==> src/rtl/uart_word_assembler.sv <==
// uart_word_assembler: packs NBYTES received UART bytes (little-endian) into one word with a valid/ready handshake
// Ports: i_clk, i_reset_n (async active-low), i_rx_done_tick/i_rx_data (byte strobe + byte),
//   i_s_tick (timeout base), i_flush (clear partial/held word and overflow), i_ready (consumer accept),
//   o_word, o_valid, o_byte_cnt, o_overflow (sticky byte loss), o_timeout (partial word discarded pulse).
// Optional RX_TIMEOUT_EN: discard a stale partial word after TIMEOUT_TICKS idle i_s_ticks.
module uart_word_assembler #(
  parameter int DBIT          = 8,
  parameter int NBYTES        = 4,
  parameter int TIMEOUT_TICKS = 2560
) (
  input  logic                       i_clk,
  input  logic                       i_reset_n,
  input  logic                       i_rx_done_tick,
  input  logic [DBIT-1:0]            i_rx_data,
  input  logic                       i_s_tick,
  input  logic                       i_flush,
  input  logic                       i_ready,
  output logic [DBIT*NBYTES-1:0]     o_word,
  output logic                       o_valid,
  output logic [$clog2(NBYTES):0]    o_byte_cnt,
  output logic                       o_overflow,
  output logic                       o_timeout
);
  localparam int CW = $clog2(NBYTES) + 1;
  localparam logic [CW-1:0] LAST = CW'(NBYTES - 1);
  typedef enum logic {COLLECT, HOLD} state_e;
  state_e state_q, state_d;
  logic [DBIT*NBYTES-1:0] word_q, word_d;
  logic [CW-1:0] cnt_q, cnt_d;
  logic ovf_q, ovf_d;
`ifdef RX_TIMEOUT_EN
  localparam int TW = $clog2(TIMEOUT_TICKS + 1);
  localparam logic [TW-1:0] TLAST = TW'(TIMEOUT_TICKS - 1);
  logic [TW-1:0] tcnt_q, tcnt_d;
  logic tout_q, tout_d;
  assign o_timeout = tout_q;
`else
  logic unused_s_tick;
  assign unused_s_tick = i_s_tick ^ (TIMEOUT_TICKS == 0);
  assign o_timeout = 1'b0;
`endif
  assign o_word     = word_q;
  assign o_valid    = state_q == HOLD;
  assign o_byte_cnt = cnt_q;
  assign o_overflow = ovf_q;
  always_comb begin
    state_d = state_q;
    word_d  = word_q;
    cnt_d   = cnt_q;
    ovf_d   = ovf_q;
`ifdef RX_TIMEOUT_EN
    tcnt_d  = tcnt_q;
    tout_d  = 1'b0;
`endif
    if (i_flush) begin
      state_d = COLLECT;
      cnt_d   = '0;
      ovf_d   = 1'b0;
`ifdef RX_TIMEOUT_EN
      tcnt_d  = '0;
`endif
    end else if (state_q == HOLD) begin
      if (i_ready) begin
        state_d = COLLECT;
        // A byte arriving with the accept starts the next word in slot 0
        if (i_rx_done_tick) begin
          word_d[DBIT-1:0] = i_rx_data;
          cnt_d = CW'(1);
`ifdef RX_TIMEOUT_EN
          tcnt_d = '0;
`endif
        end
      end else if (i_rx_done_tick) begin
        ovf_d = 1'b1;
      end
    end else if (i_rx_done_tick) begin
      word_d[int'(cnt_q)*DBIT +: DBIT] = i_rx_data;
      cnt_d   = (cnt_q == LAST) ? '0 : cnt_q + CW'(1);
      state_d = (cnt_q == LAST) ? HOLD : COLLECT;
`ifdef RX_TIMEOUT_EN
      tcnt_d  = '0;
    end else if (cnt_q == '0) begin
      tcnt_d = '0;
    end else if (i_s_tick) begin
      if (tcnt_q == TLAST) begin
        cnt_d  = '0;
        tcnt_d = '0;
        tout_d = 1'b1;
      end else begin
        tcnt_d = tcnt_q + TW'(1);
      end
`endif
    end
  end
  always_ff @(posedge i_clk or negedge i_reset_n) begin
    if (!i_reset_n) begin
      state_q <= COLLECT;
      word_q  <= '0;
      cnt_q   <= '0;
      ovf_q   <= 1'b0;
`ifdef RX_TIMEOUT_EN
      tcnt_q  <= '0;
      tout_q  <= 1'b0;
`endif
    end else begin
      state_q <= state_d;
      word_q  <= word_d;
      cnt_q   <= cnt_d;
      ovf_q   <= ovf_d;
`ifdef RX_TIMEOUT_EN
      tcnt_q  <= tcnt_d;
      tout_q  <= tout_d;
`endif
    end
  end
endmodule

==> config.mk <==
export PLATFORM = sky130hd
export DESIGN_NAME = uart_word_assembler
export DESIGN_NICKNAME = d
export VERILOG_FILES = /design/src/rtl/uart_word_assembler.sv
export SDC_FILE = /design/constraint.sdc
export NUM_CORES = 1
export LEC_CHECK = 0
export ABC_AREA = 1
export BUFFER_PORTS_ARGS = -buffer_cell sky130_fd_sc_hd__buf_2
export CAP_MARGIN = 25
export CORE_MARGIN = 3
export CORE_UTILIZATION = 51
export CTS_CLUSTER_DIAMETER = 40
export DETAILED_ROUTE_END_ITERATION = 8
export PLACE_DENSITY_LB_ADDON = 0.08
export SLEW_MARGIN = 20
export SYNTH_ARGS = -nofsm -noshare
export SYNTH_HDL_FRONTEND = slang
export SYNTH_SLANG_ARGS = --single-unit
==> constraint.sdc <==
create_clock -name i_clk -period 2 [get_ports i_clk]
set_input_delay 0.4 -clock i_clk [delete_from_list [all_inputs] [get_ports i_clk]]
set_output_delay 0.4 -clock i_clk [all_outputs]
set_load 0.01 [all_outputs]
After elaboration in Yosys (flattened, before gate mapping). Index checks and enable logic that the tools add are counted.

Register bits after elaboration: 37. Output and inout bits: 38.

Reduce and logical (&&, ||, !) cells: 8. Equality and inequality tests: 6. Shifts and indexed selects: 2. Bitwise operators: 2. Mux-type cells: 20. Add/sub/neg operators: 2.

Operators with widths (number): 6-bit negation with 33-bit output (1); 8-bit by 33-bit variable shift with 32-bit output (first input constant) (1); 8-bit by 33-bit indexed part select with 32-bit output (1); 32-bit bitwise mux (1); 8-bit 2-to-1 mux (4); 3-bit 2-to-1 mux (6); 1-bit 2-to-1 mux (9); 3-bit AND reduction (3); 2-bit != test (second input constant) (3); 3-bit != test (second input constant) (2); 2-bit nonzero test (3); 4-bit AND reduction (1); 3-bit by 1-bit adder with 3-bit output (second input constant) (1); 3-bit by 2-bit == test with 1-bit output (second input constant) (1); 3-bit nonzero test (1); 1-bit NOT (2).

Longest topological paths before layout.
Depth in word-level cells: 5. Mapped depth: 12. Gate-level depth less buffers: 11.

Worst setup path before layout. No wires, ideal clock.

Kind: reg-to-reg. Start point: reg cnt_q[0] (netlist: o_byte_cnt[0]). End point: reg word_q[0] (netlist: o_word[0]). Setup slack: 136 ps. Arrival time: 1747 ps. Library setup time: 117 ps. Stages on the path, launching flop included: 13. Required time: 1883 ps. Path through: dfrtp_1 -> buf_6 -> inv_4 -> ha_1 -> ha_1 -> inv_1 -> nand2_1 -> nor2_1 -> nand2_1 -> nand2_2 -> nand2_2 -> nand2_1 -> nand2_1.

Longest elaborated chain between the ends: 5.

Ends and longest elaborated chain: from (decl) (RTL line 29) `logic [CW-1:0] cnt_q, cnt_d;`; from (signal assigned) (RTL line 108) `cnt_q <= cnt_d;`; 6-bit negation with 33-bit output * (RTL line 77) `word_d[int'(cnt_q)*DBIT +: DBIT] = i_rx_data;`; 8-bit by 33-bit indexed part select with 32-bit output / 8-bit by 33-bit variable shift with 32-bit output (equally long branches) (RTL line 77); 32-bit bitwise mux * (RTL line 77); 8-bit 2-to-1 mux * (RTL line 76) `end else if (i_rx_done_tick) begin`; 8-bit 2-to-1 mux * (RTL line 62) `end else if (state_q == HOLD) begin`; to (signal assigned) (RTL line 107) `word_q <= word_d;`; to (decl) (RTL line 28) `logic [DBIT*NBYTES-1:0] word_q, word_d;`.

Every way passes the cells marked *; elsewhere a longest branch is shown, timed or not. The select of a mux whose other input is x is not followed. A chain may end at the register's enable or synchronous reset.

Worst setup path after layout.
Start point: reg cnt_q[1] (netlist: o_byte_cnt[1]). End point: reg word_q[4] (netlist: o_word[4]).

Same word-level chain as after synthesis.

==> metrics.txt <==
data arrival time of the critical path=2.06 ns; footprint of the multi-input gates=748 µm²; Hold Worst Slack=0.0790 ns; final hold vios=0; shortest period the worst path allows=1.81 ns; post-synthesis sequential area ratio=51.8%; TritonCTS clock tree=yes; initial core utilization=55.8%; FF/Latch Area=926 µm²; logic depth of the worst path, buffers included=11; synthesis-to-layout area growth=18.3%; combinational family with the most area after synthesis=simple AND/OR/NAND/NOR gates; crit end category=flop; worst setup skew after layout=0.0131 ns; Resize count post-CTS=0; wire per inst=13.0 µm; all-layer global routing usage=19.8%; WS Path Type=flop to flop; insertion delay of the later-clocked pin in the worst-skew pair=0.35 ns; global placer's final weighted congestion=0.838; wire length of the first global-routing pass=6340 µm; hold buffer count at cts=0; Post-Syn Instances=201; post-placement cell count=292; site row count=20; number of DRC violations after detailed-routing iteration 0=90; pwr/cell area=836 mW/mm²; Critical Path Max Stage Delay=0.40 ns; num ports=52; first-pass iteration count of the detailed router=4; critical path endpoint=o_word[4]; origin of the worst setup path=o_byte_cnt[1]; Hold Path Class=input pin to async pin; unrepaired setup endpoints after global routing=no; die extent in x=65.2 µm; count of distinct cell types in the synthesized netlist=22; CP dominant cell by count=nand2_1; R2R Setup Slk=0.19 ns; nature of the critical path startpoint=flop; placeable core region=0.00320 mm²; adder-cell share of the synthesized area=2.10%; crit path cell chain=inv_1 -> ha_1 -> ha_1 -> inv_1 -> nand2_1 -> nor2_1 -> nand2_1 -> nand2_2 -> nand2_2 -> nand2_1 -> nand2_1; synthesized-area fraction occupied by ao, oa, aoi and oai cells=9.03%; number of nets produced by synthesis=218; die span in y=65.2 µm; DRC viols=0; destination of the worst register-to-register timing path=o_word[4]; final critical-path share of the clock period=90.6%; Max-Cap Viols=0; WP buf/inv=2; H-Tree Depth=2; number of buffers created by CTS=5; sum of overflow across all layers after global routing=0; number of buffers between clock root and the deepest sink=2; IR drop worst, VDD=523 µV; antenna violations before repair=0; total wire length after detailed routing=3890 µm; floorplan die area=0.00425 mm²; count of state elements after synthesis=37; Vias per Instance=4.94; leakage power summed over all cells=1.17 nW; clock-pin slew on the worst setup and hold paths=0.11 ns; largest net degree at the start of global routing=38; Port Buffer Count=49; maximum fanout along the worst path=8; simple logic cell fraction of the synthesized area=30.5%; worst reg-to-reg path cell count=11; net count reported at finish=272; post-detailed-route count of antenna-violating nets=0; portion of netlist area occupied by mux cells=0%; critical path required time=2.25 ns; number of endpoints failing setup at the final stage=0; clock sink count=37; DR vias=1481; average size of a mapped cell=8.89 µm²; via count of the first global-routing pass=1340; r2r startpoint=o_byte_cnt[1]; antenna fix cells=0; Fillers=309; final core utilization=66.0%; run status=complete, no violations; post-synthesis cell area=0.00179 mm²; buffer type at the clock tree root=clkbuf_4; final sum of negative setup slack=0 ns; Yosys Warn Count=0; slowest cell on the critical path=dfrtp_1; number of slew-limit violations in the final report=0; post-route non-filler standard cell count=300; fraction of layout cells with a size suffix above 1=37.1%; Fmax=552 MHz; cell class contributing the biggest share of worst-path delay=simple AND/OR/NAND/NOR gates; setup bufs post-CTS=0; dpl hpwl=2820 µm; share of the synthesized netlist area taken by xor and xnor gates=0%
==> synth_stat cells <==
cell type | count | area share (%)
ha_1 | 3 | 2.1
nor2_2 | 3 | 1.1
inv_2 | 2 | 0.42
nor2_1 | 8 | 1.7
buf_4 | 1 | 0.42
nand4_2 | 1 | 0.70
nand2_2 | 9 | 3.2
dfrtp_1 | 37 | 52
conb_1 | 1 | 0.21
nor3_1 | 3 | 0.84
nand3_2 | 1 | 0.56
inv_4 | 1 | 0.35
buf_6 | 4 | 2.5
a21oi_1 | 1 | 0.28
nand2_1 | 64 | 13
buf_2 | 1 | 0.28
nand3_1 | 28 | 7.8
o21ai_2 | 15 | 7.4
nor2_4 | 2 | 1.3
o21ai_0 | 5 | 1.4
clkbuf_1 | 1 | 0.21
inv_1 | 10 | 2.1
==> area by class of cell <==
type | instances | share of cell area, %
Inverter | 13 | 2.43
Multi-Input combinational cell | 144 | 35.4
Timing Repair Buffer | 54 | 13.4
Clock inverter | 2 | 0.473
Clock buffer | 6 | 1.95
Tap cell | 44 | 2.60
Sequential cell | 37 | 43.8
==> worst reg2reg max path, stage by stage (launching register included) <==
cell and delay [ns]:
dfrtp_1 0.40, inv_1 0.09, ha_1 0.19, ha_1 0.36, inv_1 0.10, nand2_1 0.05, nor2_1 0.09, nand2_1 0.07
nand2_2 0.08, nand2_2 0.12, nand2_1 0.11, nand2_1 0.05
==> cells in the final DEF (no fill, tap or decap), types with 2 or more instances in the layout <==
| cell | Yosys | routed |
|---|---|---|
| nand2_1 | 64 | 64 |
| o21ai_0 | 5 | 5 |
| nand2_2 | 9 | 9 |
| buf_4 | 1 | 5 |
| nor3_1 | 3 | 3 |
| inv_1 | 10 | 10 |
| clkinv_2 | 0 | 2 |
| dfrtp_1 | 37 | 37 |
| buf_2 | 1 | 49 |
| nor2_1 | 8 | 8 |
| clkbuf_4 | 0 | 5 |
| nor2_4 | 2 | 2 |
| o21ai_2 | 15 | 15 |
| nand3_1 | 28 | 28 |
| inv_2 | 2 | 2 |
| ha_1 | 3 | 3 |
| nor2_2 | 3 | 3 |
==> worst min path at each step <==
stage	startpoint	slack, ns	depth (start not counted)	endpoint
final	i_reset_n	0.08	2	o_word[8]
after global routing	i_reset_n	0.09	2	o_word[31]
after CTS	i_reset_n	0.09	2	o_word[30]
after detailed placement	o_word[5]	0.45	2	o_word[5]
after global placement	o_word[5]	0.45	2	o_word[5]
after floorplan	i_reset_n	0.10	0	o_byte_cnt[0]
==> through the flow <==
step                      total power, mW  cell area [µm²]  setup slack (ns)
after global routing                 1.89             2110            0.0369
after detailed placement             1.41             2060             0.194
final                                1.77             2110             0.189
after global placement               1.40             2060             0.215
after CTS                            1.78             2110             0.183
after floorplan                      1.21             1790             0.136
==> layer usage <==
| metal | vias to the layer above | GRT usage (%) | wire length, µm |
|---|---|---|---|
| li1 | 752 | - | - |
| met1 | 686 | 27.0 | 1830 |
| met2 | 36 | 30.2 | 1750 |
| met3 | 7 | 6.50 | 256 |
| met4 | 0 | 5.44 | 43 |
| met5 | - | 0 | 0 |
==> kinds of logic after synthesis <==
| logic type | Yosys count |
|---|---|
| flip-flops | 37 |
| other | 1 |
| buffers and inverters | 20 |
| AND/OR/NAND/NOR | 119 |
| adder cells (fa/ha/maj) | 3 |
| AO/OA/AOI/OAI | 21 |
==> flip-flops by register name, summed over array words and instances (netlist names) <==
name        flops
o_word         32
o_byte_cnt      3
o_overflow      1
o_valid         1
==> where the power goes <==
group / internal (mW) / leakage, nW / switching (mW)
logic: 0.178 / 0.635 / 0.294
clock network: 0.134 / 0.0320 / 0.242
registers: 0.857 / 0.502 / 0.0619
Power figures use the tool's default switching activity.
